### src/rtl/interrupt_controller.sv
// Fixed-priority interrupt controller with a Wishbone register interface.
// Optional INTC_SYNC_EN adds a 2-flop synchroniser on irq_in.
module interrupt_controller #(
    parameter int NSRC = 16,
    parameter int VECW = 4
) (
    input  logic              clk_i,
    input  logic              rst_i,
    input  logic              bus_cyc,
    input  logic              bus_stb,
    input  logic              bus_we,
    input  logic [2:0]        bus_adr,
    input  logic [31:0]       bus_dat_i,
    output logic [31:0]       bus_dat_o,
    output logic              bus_ack,
    input  logic [NSRC-1:0]   irq_in,
    input  logic              enabled,
    output logic              irq_valid,
    output logic [VECW-1:0]   cpu_exception
);

    typedef enum logic [2:0] {
        REG_PEND = 3'd0,
        REG_MASK = 3'd1,
        REG_CLR  = 3'd2,
        REG_MODE = 3'd3,
        REG_VEC  = 3'd4
    } reg_addr_e;

    logic [NSRC-1:0] src_in;
    logic [NSRC-1:0] samp_q, samp_d;
    logic [NSRC-1:0] prev_q, prev_d;
    logic [NSRC-1:0] pend_q, pend_d;
    logic [NSRC-1:0] mask_q, mask_d;
    logic [NSRC-1:0] mode_q, mode_d;
    logic            ack_q, ack_d;
    logic [31:0]     dat_o_q, dat_o_d;
    logic            irq_valid_q, irq_valid_d;
    logic [VECW-1:0] cpu_exception_q, cpu_exception_d;

    logic            access;
    logic            wr;
    logic [NSRC-1:0] clr_vec;
    logic [NSRC-1:0] rise;
    logic [NSRC-1:0] act;
    logic [VECW-1:0] enc;
    logic [31:0]     rdata;
    logic            unused_dat;

    assign unused_dat = ^bus_dat_i;

`ifdef INTC_SYNC_EN
    logic [NSRC-1:0] sync1_q, sync1_d;
    logic [NSRC-1:0] sync2_q, sync2_d;

    always_comb begin
        sync1_d = irq_in;
        sync2_d = sync1_q;
    end

    always_ff @(posedge clk_i) begin
        if (!rst_i) begin
            sync1_q <= '0;
            sync2_q <= '0;
        end else begin
            sync1_q <= sync1_d;
            sync2_q <= sync2_d;
        end
    end

    assign src_in = sync2_q;
`else
    assign src_in = irq_in;
`endif

    // A new transfer is accepted only while ack is low, giving one transfer per two cycles.
    assign access = bus_cyc & bus_stb & ~ack_q;
    assign wr     = access & bus_we;

    always_comb begin
        rdata = '0;
        case (reg_addr_e'(bus_adr))
            REG_PEND: rdata = 32'(pend_q);
            REG_MASK: rdata = 32'(mask_q);
            REG_MODE: rdata = 32'(mode_q);
            REG_VEC: begin
                rdata     = 32'(cpu_exception_q);
                rdata[31] = irq_valid_q;
            end
            default:  rdata = '0;
        endcase
    end

    // NOTE: every always_comb output gets a default first so no path can infer a latch.
    always_comb begin
        mask_d  = mask_q;
        mode_d  = mode_q;
        clr_vec = '0;
        if (wr) begin
            case (reg_addr_e'(bus_adr))
                REG_MASK: mask_d  = bus_dat_i[NSRC-1:0];
                REG_MODE: mode_d  = bus_dat_i[NSRC-1:0];
                REG_CLR:  clr_vec = bus_dat_i[NSRC-1:0];
                default:  ;
            endcase
        end
        ack_d   = access;
        dat_o_d = (access && !bus_we) ? rdata : '0;
    end

    // Edge sources: a new rising edge beats a simultaneous clear. Level sources track the sample.
    always_comb begin
        samp_d = src_in;
        prev_d = samp_q;
        rise   = samp_q & ~prev_q;
        pend_d = (mode_q & (rise | (pend_q & ~clr_vec))) | (~mode_q & samp_q);
    end

    always_comb begin
        act = pend_q & mask_q;
        enc = '0;
        for (int i = NSRC - 1; i >= 0; i--) begin
            if (act[i]) enc = VECW'(i);
        end
        irq_valid_d     = enabled & (|act);
        cpu_exception_d = irq_valid_d ? enc : cpu_exception_q;
    end

    // NOTE: sequential state uses non-blocking assignments only; the sample and
    // previous-sample registers load the live input in reset so release sees no edge.
    always_ff @(posedge clk_i) begin
        if (!rst_i) begin
            samp_q          <= irq_in;
            prev_q          <= irq_in;
            pend_q          <= '0;
            mask_q          <= '0;
            mode_q          <= '0;
            ack_q           <= 1'b0;
            dat_o_q         <= '0;
            irq_valid_q     <= 1'b0;
            cpu_exception_q <= '0;
        end else begin
            samp_q          <= samp_d;
            prev_q          <= prev_d;
            pend_q          <= pend_d;
            mask_q          <= mask_d;
            mode_q          <= mode_d;
            ack_q           <= ack_d;
            dat_o_q         <= dat_o_d;
            irq_valid_q     <= irq_valid_d;
            cpu_exception_q <= cpu_exception_d;
        end
    end

    assign bus_ack       = ack_q;
    assign bus_dat_o     = dat_o_q;
    assign irq_valid     = irq_valid_q;
    assign cpu_exception = cpu_exception_q;

endmodule

### config.mk
export PLATFORM = sky130hd
export DESIGN_NAME = interrupt_controller
export DESIGN_NICKNAME = d
export VERILOG_FILES = /design/src/rtl/interrupt_controller.sv
export SDC_FILE = /design/constraint.sdc
export NUM_CORES = 1
export LEC_CHECK = 0
export CAP_MARGIN = 20
export CORE_MARGIN = 3
export CORE_UTILIZATION = 47
export CTS_BUF_LIST = sky130_fd_sc_hd__clkbuf_8
export DETAILED_ROUTE_END_ITERATION = 10
export GPL_ROUTABILITY_DRIVEN = 0
export PLACE_DENSITY = 0.77
export SLEW_MARGIN = 40
export SYNTH_ARGS = -nofsm -noshare
export SYNTH_HDL_FRONTEND = slang
export SYNTH_SLANG_ARGS = --single-unit
### constraint.sdc
create_clock -name clk_i -period 1.45 [get_ports clk_i]
set_input_delay 0.145 -clock clk_i [delete_from_list [all_inputs] [get_ports clk_i]]
set_output_delay 0.145 -clock clk_i [all_outputs]
set_load 0.01 [all_outputs]
==> out/results.tsv <==
stage	metric	value	unit
synth	total_of_warnings_raised_by_yosys	0	
setup_path	end_kind	flop	
synth	syn_area	0.004179	mm²
grt	vias_in_the_first_global_route	3290	
cells_and_area	layout.cell_area.non_filler	0.005622	mm²
synth	ys_seq_area_share	49.34	%
setup_path	critical_path.reg2reg.startpoint	bus_ack$_SDFF_PN0_	
pwr	peakVddDrop	704.2	µV
sta	final_max_slew_viol_count	0	
detailed_routing	routedWlPerCell	16.51	µm
sta	max_freq	656.9	MHz
clock_tree	clock_path_buffers	2	
clock_tree	cts_hold_repair_buffers	0	
hold_path	worstHoldPathCells	2	
setup_path	cp.depth	7	
flow_run	maxCapViolCount	0	
setup_path	critical_path.max_stage_delay	0.33	ns
detailed_routing	finalWirelength	10270	µm
die	die_area	0.01006	mm²
setup_path	crit_path_start	bus_ack$_SDFF_PN0_	
setup_path	cp_data_arrival_time	1.77	ns
synth	yosys.area.top_type_share	49.34	%
pwr	cellPowerDensity	995.5	mW/mm²
placed_design	portBuffers	63	
cells_and_area	final_core_util	66.74	%
detailed_routing	drt_first_pass_iters	5	
setup_path	depth_of_the_most_critical_reg_to_reg_path	7	
setup_path	timing.critical_path.required	1.70	ns
sta	setup_violations	34	
synth	synth.area.top_cells	dfxtp_1, mux2_2, mux2i_1	
die	floorplan.die.height	100.3	µm
grt	global_route.usage.total	20.37	%
sta	period_needed	1.522	ns
clock_tree	clock-root-buffer	clkbuf_8	
setup_path	worstPathBufferInverterCount	2	
placed_design	dp.final_hpwl	6984	µm
clock_tree	cts_num_sinks	103	
clock_tree	clock_latency	0.36	ns
synth	synth.distinct_cells	41	
die	die_w	100.3	µm
setup_path	kind_of_start_point_of_the_critical_path	flop	
status	failed_checks	setup timing	
cells_and_area	areaGrowthSynthToFinish	34.52	%
cells_and_area	layout_commonest_cell	dfxtp_1	
grt	grt_remaining_overflow	0	
detailed_routing	num_vias	3393	
detailed_routing	detail_route.iter0.violations	176	
grt	grt_pass1_wl	16080	µm
synth	leading_area_contributor_after_synthesis	dfxtp_1	
setup_path	regToRegSetupSlack	-0.07	ns
setup_path	critical-path-slowest-cell	dfxtp_2	
die	floorplan.initialDensity	49.61	%
cells_and_area	diodes	0	
cells_and_area	num-nets-final	570	
setup_path	cp_cell_sequence	and3b_2 -> buf_6 -> nand3_2 -> nor2_4 -> buf_12 -> mux2i_1 -> nor2b_1	
clock_tree	cts_made_buffers	9	
clock_tree	htreeDepth	3	
grt	grt_start_max_net_pins	49	
detailed_routing	drt.antenna.violating_nets	0	
detailed_routing	routed_via_density	5.455	
clock_tree	clock_tree_from_tritoncts	done	
pwr	p_leak	2.239	nW
placed_design	dpl_worst_slack	-0.3020	ns
status	outcome	finished with violations	
synth	synth_seq_cells	103	
cells_and_area	final_cell_mix	dfxtp_1, clkdlybuf4s50_1, buf_4, nor2b_1, nand2_1	
setup_path	path_class	reg2reg	
sta	hold_fails_final_rpt	0	
synth	syn_area_per_cell	10.40	µm²
cells_and_area	n_fill_cell	646	
die	floorplan.rows	33	
grt	antenna_violations_before_repair	0	
hold_path	start_point_of_the_worst_hold_path	rst_i	
sta	rsz0062_at_grt	yes	
clock_tree	worst_setup_hold_path_clk_slew	0.10	ns
synth	postSynthCellCount	402	
sta	share_of_the_clock_period_used_by_the_worst_path_after_layout	105.0	%
sta	worst_slack	-0.07228	ns
placed_design	dpl_cell_area	0.005200	mm²
hold_path	holdCritPathClass	in2reg	
setup_path	worstPathMaxFanout	16	
die	area_of_the_core_region	0.008423	mm²
detailed_routing	drt_drc_violations_left	0	
die	ios	95	
sta	timing.clock.skew	0.01014	ns
cells_and_area	layout-drive-gt1-share	27.27	%
setup_path	crit_family	simple AND/OR/NAND/NOR gates	
==> per-stage QoR <==
stage	setup TNS [ns]	std cells	hold slack, ns	total power [W]
after global placement	-14.45	601	0.4378	0.003476
after detailed placement	-16.44	601	0.4412	0.003491
after CTS	-0.2795	620	0.06562	0.005617
after floorplan	0	416	0.1727	0.003265
final	-0.5749	622	0.08108	0.005596
after global routing	-3.220	622	0.06300	0.005796
==> synthesized netlist by cell type (all sizes together) <==
cell / instances
mux2i: 33
a21bo: 1
a21oi: 2
a21boi: 1
a32o: 2
a41oi: 1
o21ai: 6
clkbuf: 10
nor2b: 51
and3: 2
a222oi: 1
and2: 1
dfxtp: 103
o21a: 1
and3b: 1
nand2: 42
inv: 1
nor2: 24
a21o: 3
a31oi: 6
mux2: 31
conb: 1
nand4: 4
nand2b: 1
o211a: 1
or3: 2
buf: 24
a22oi: 24
a32oi: 17
a22o: 2
nand3: 3
==> metal layers <==
| layer | share of wire, % | GRT usage (%) | vias to the layer above |
|---|---|---|---|
| li1 | - | - | 1616 |
| met1 | 41 | 24.53 | 1613 |
| met2 | 49 | 34.45 | 147 |
| met3 | 7.9 | 6.810 | 17 |
| met4 | 1.8 | 6.114 | 0 |
| met5 | 0 | 0 | - |
==> cells by family after synthesis <==
group                  synth area share (%)
AOI/OAI and AO/OA                     12.64
buffers and inverters                 5.120
DFF                                   49.34
muxes                                 16.26
other                               0.08973
and+or+nand+nor                       16.56
==> layout make-up <==
type	instances	area [µm²]	share of cell area [%]
clock inverters	5	106.4	1.892
clock buffers	10	137.6	2.448
repair buffers	120	1119	19.90
inverters	1	3.754	0.06677
flip-flops and latches	103	2064	36.72
multi-input cells	278	2059	36.63
well taps	105	131.4	2.337
==> state kept, by name, indices dropped and copies added, names as in the netlist <==
| signal | cells |
|---|---|
| cpu_exception | 4 |
| mask_q | 16 |
| prev_q | 16 |
| bus_dat_o | 17 |
| mode_q | 16 |
| pend_q | 16 |
| irq_valid | 1 |
| prev_d | 16 |
| bus_ack | 1 |
==> power by group <==
part	total (W)	leakage, nW	internal (W)	switching, W
registers	0.00297	0.848	0.00292	0.0000470
logic	0.000488	1.27	0.000273	0.000214
clock network	0.00214	0.119	0.00119	0.000955
==> path summary, 6_finish.rpt <==
| path | to |
|---|---|
| max | mask_q[12]$_SDFFE_PN0P_ |
| min | bus_ack$_SDFF_PN0_ |
| max reg2reg | mask_q[12]$_SDFFE_PN0P_ |
| min reg2reg | bus_dat_o[31]$_SDFF_PN0_ |
==> repair_timing <==
action,CTS,global route
endpoints found under the setup margin,48,65
resized for setup,23,13
buffers inserted,3,2
cloned,1,0
pin swaps,8,1
Note: power is estimated with default switching activity, not from simulation.
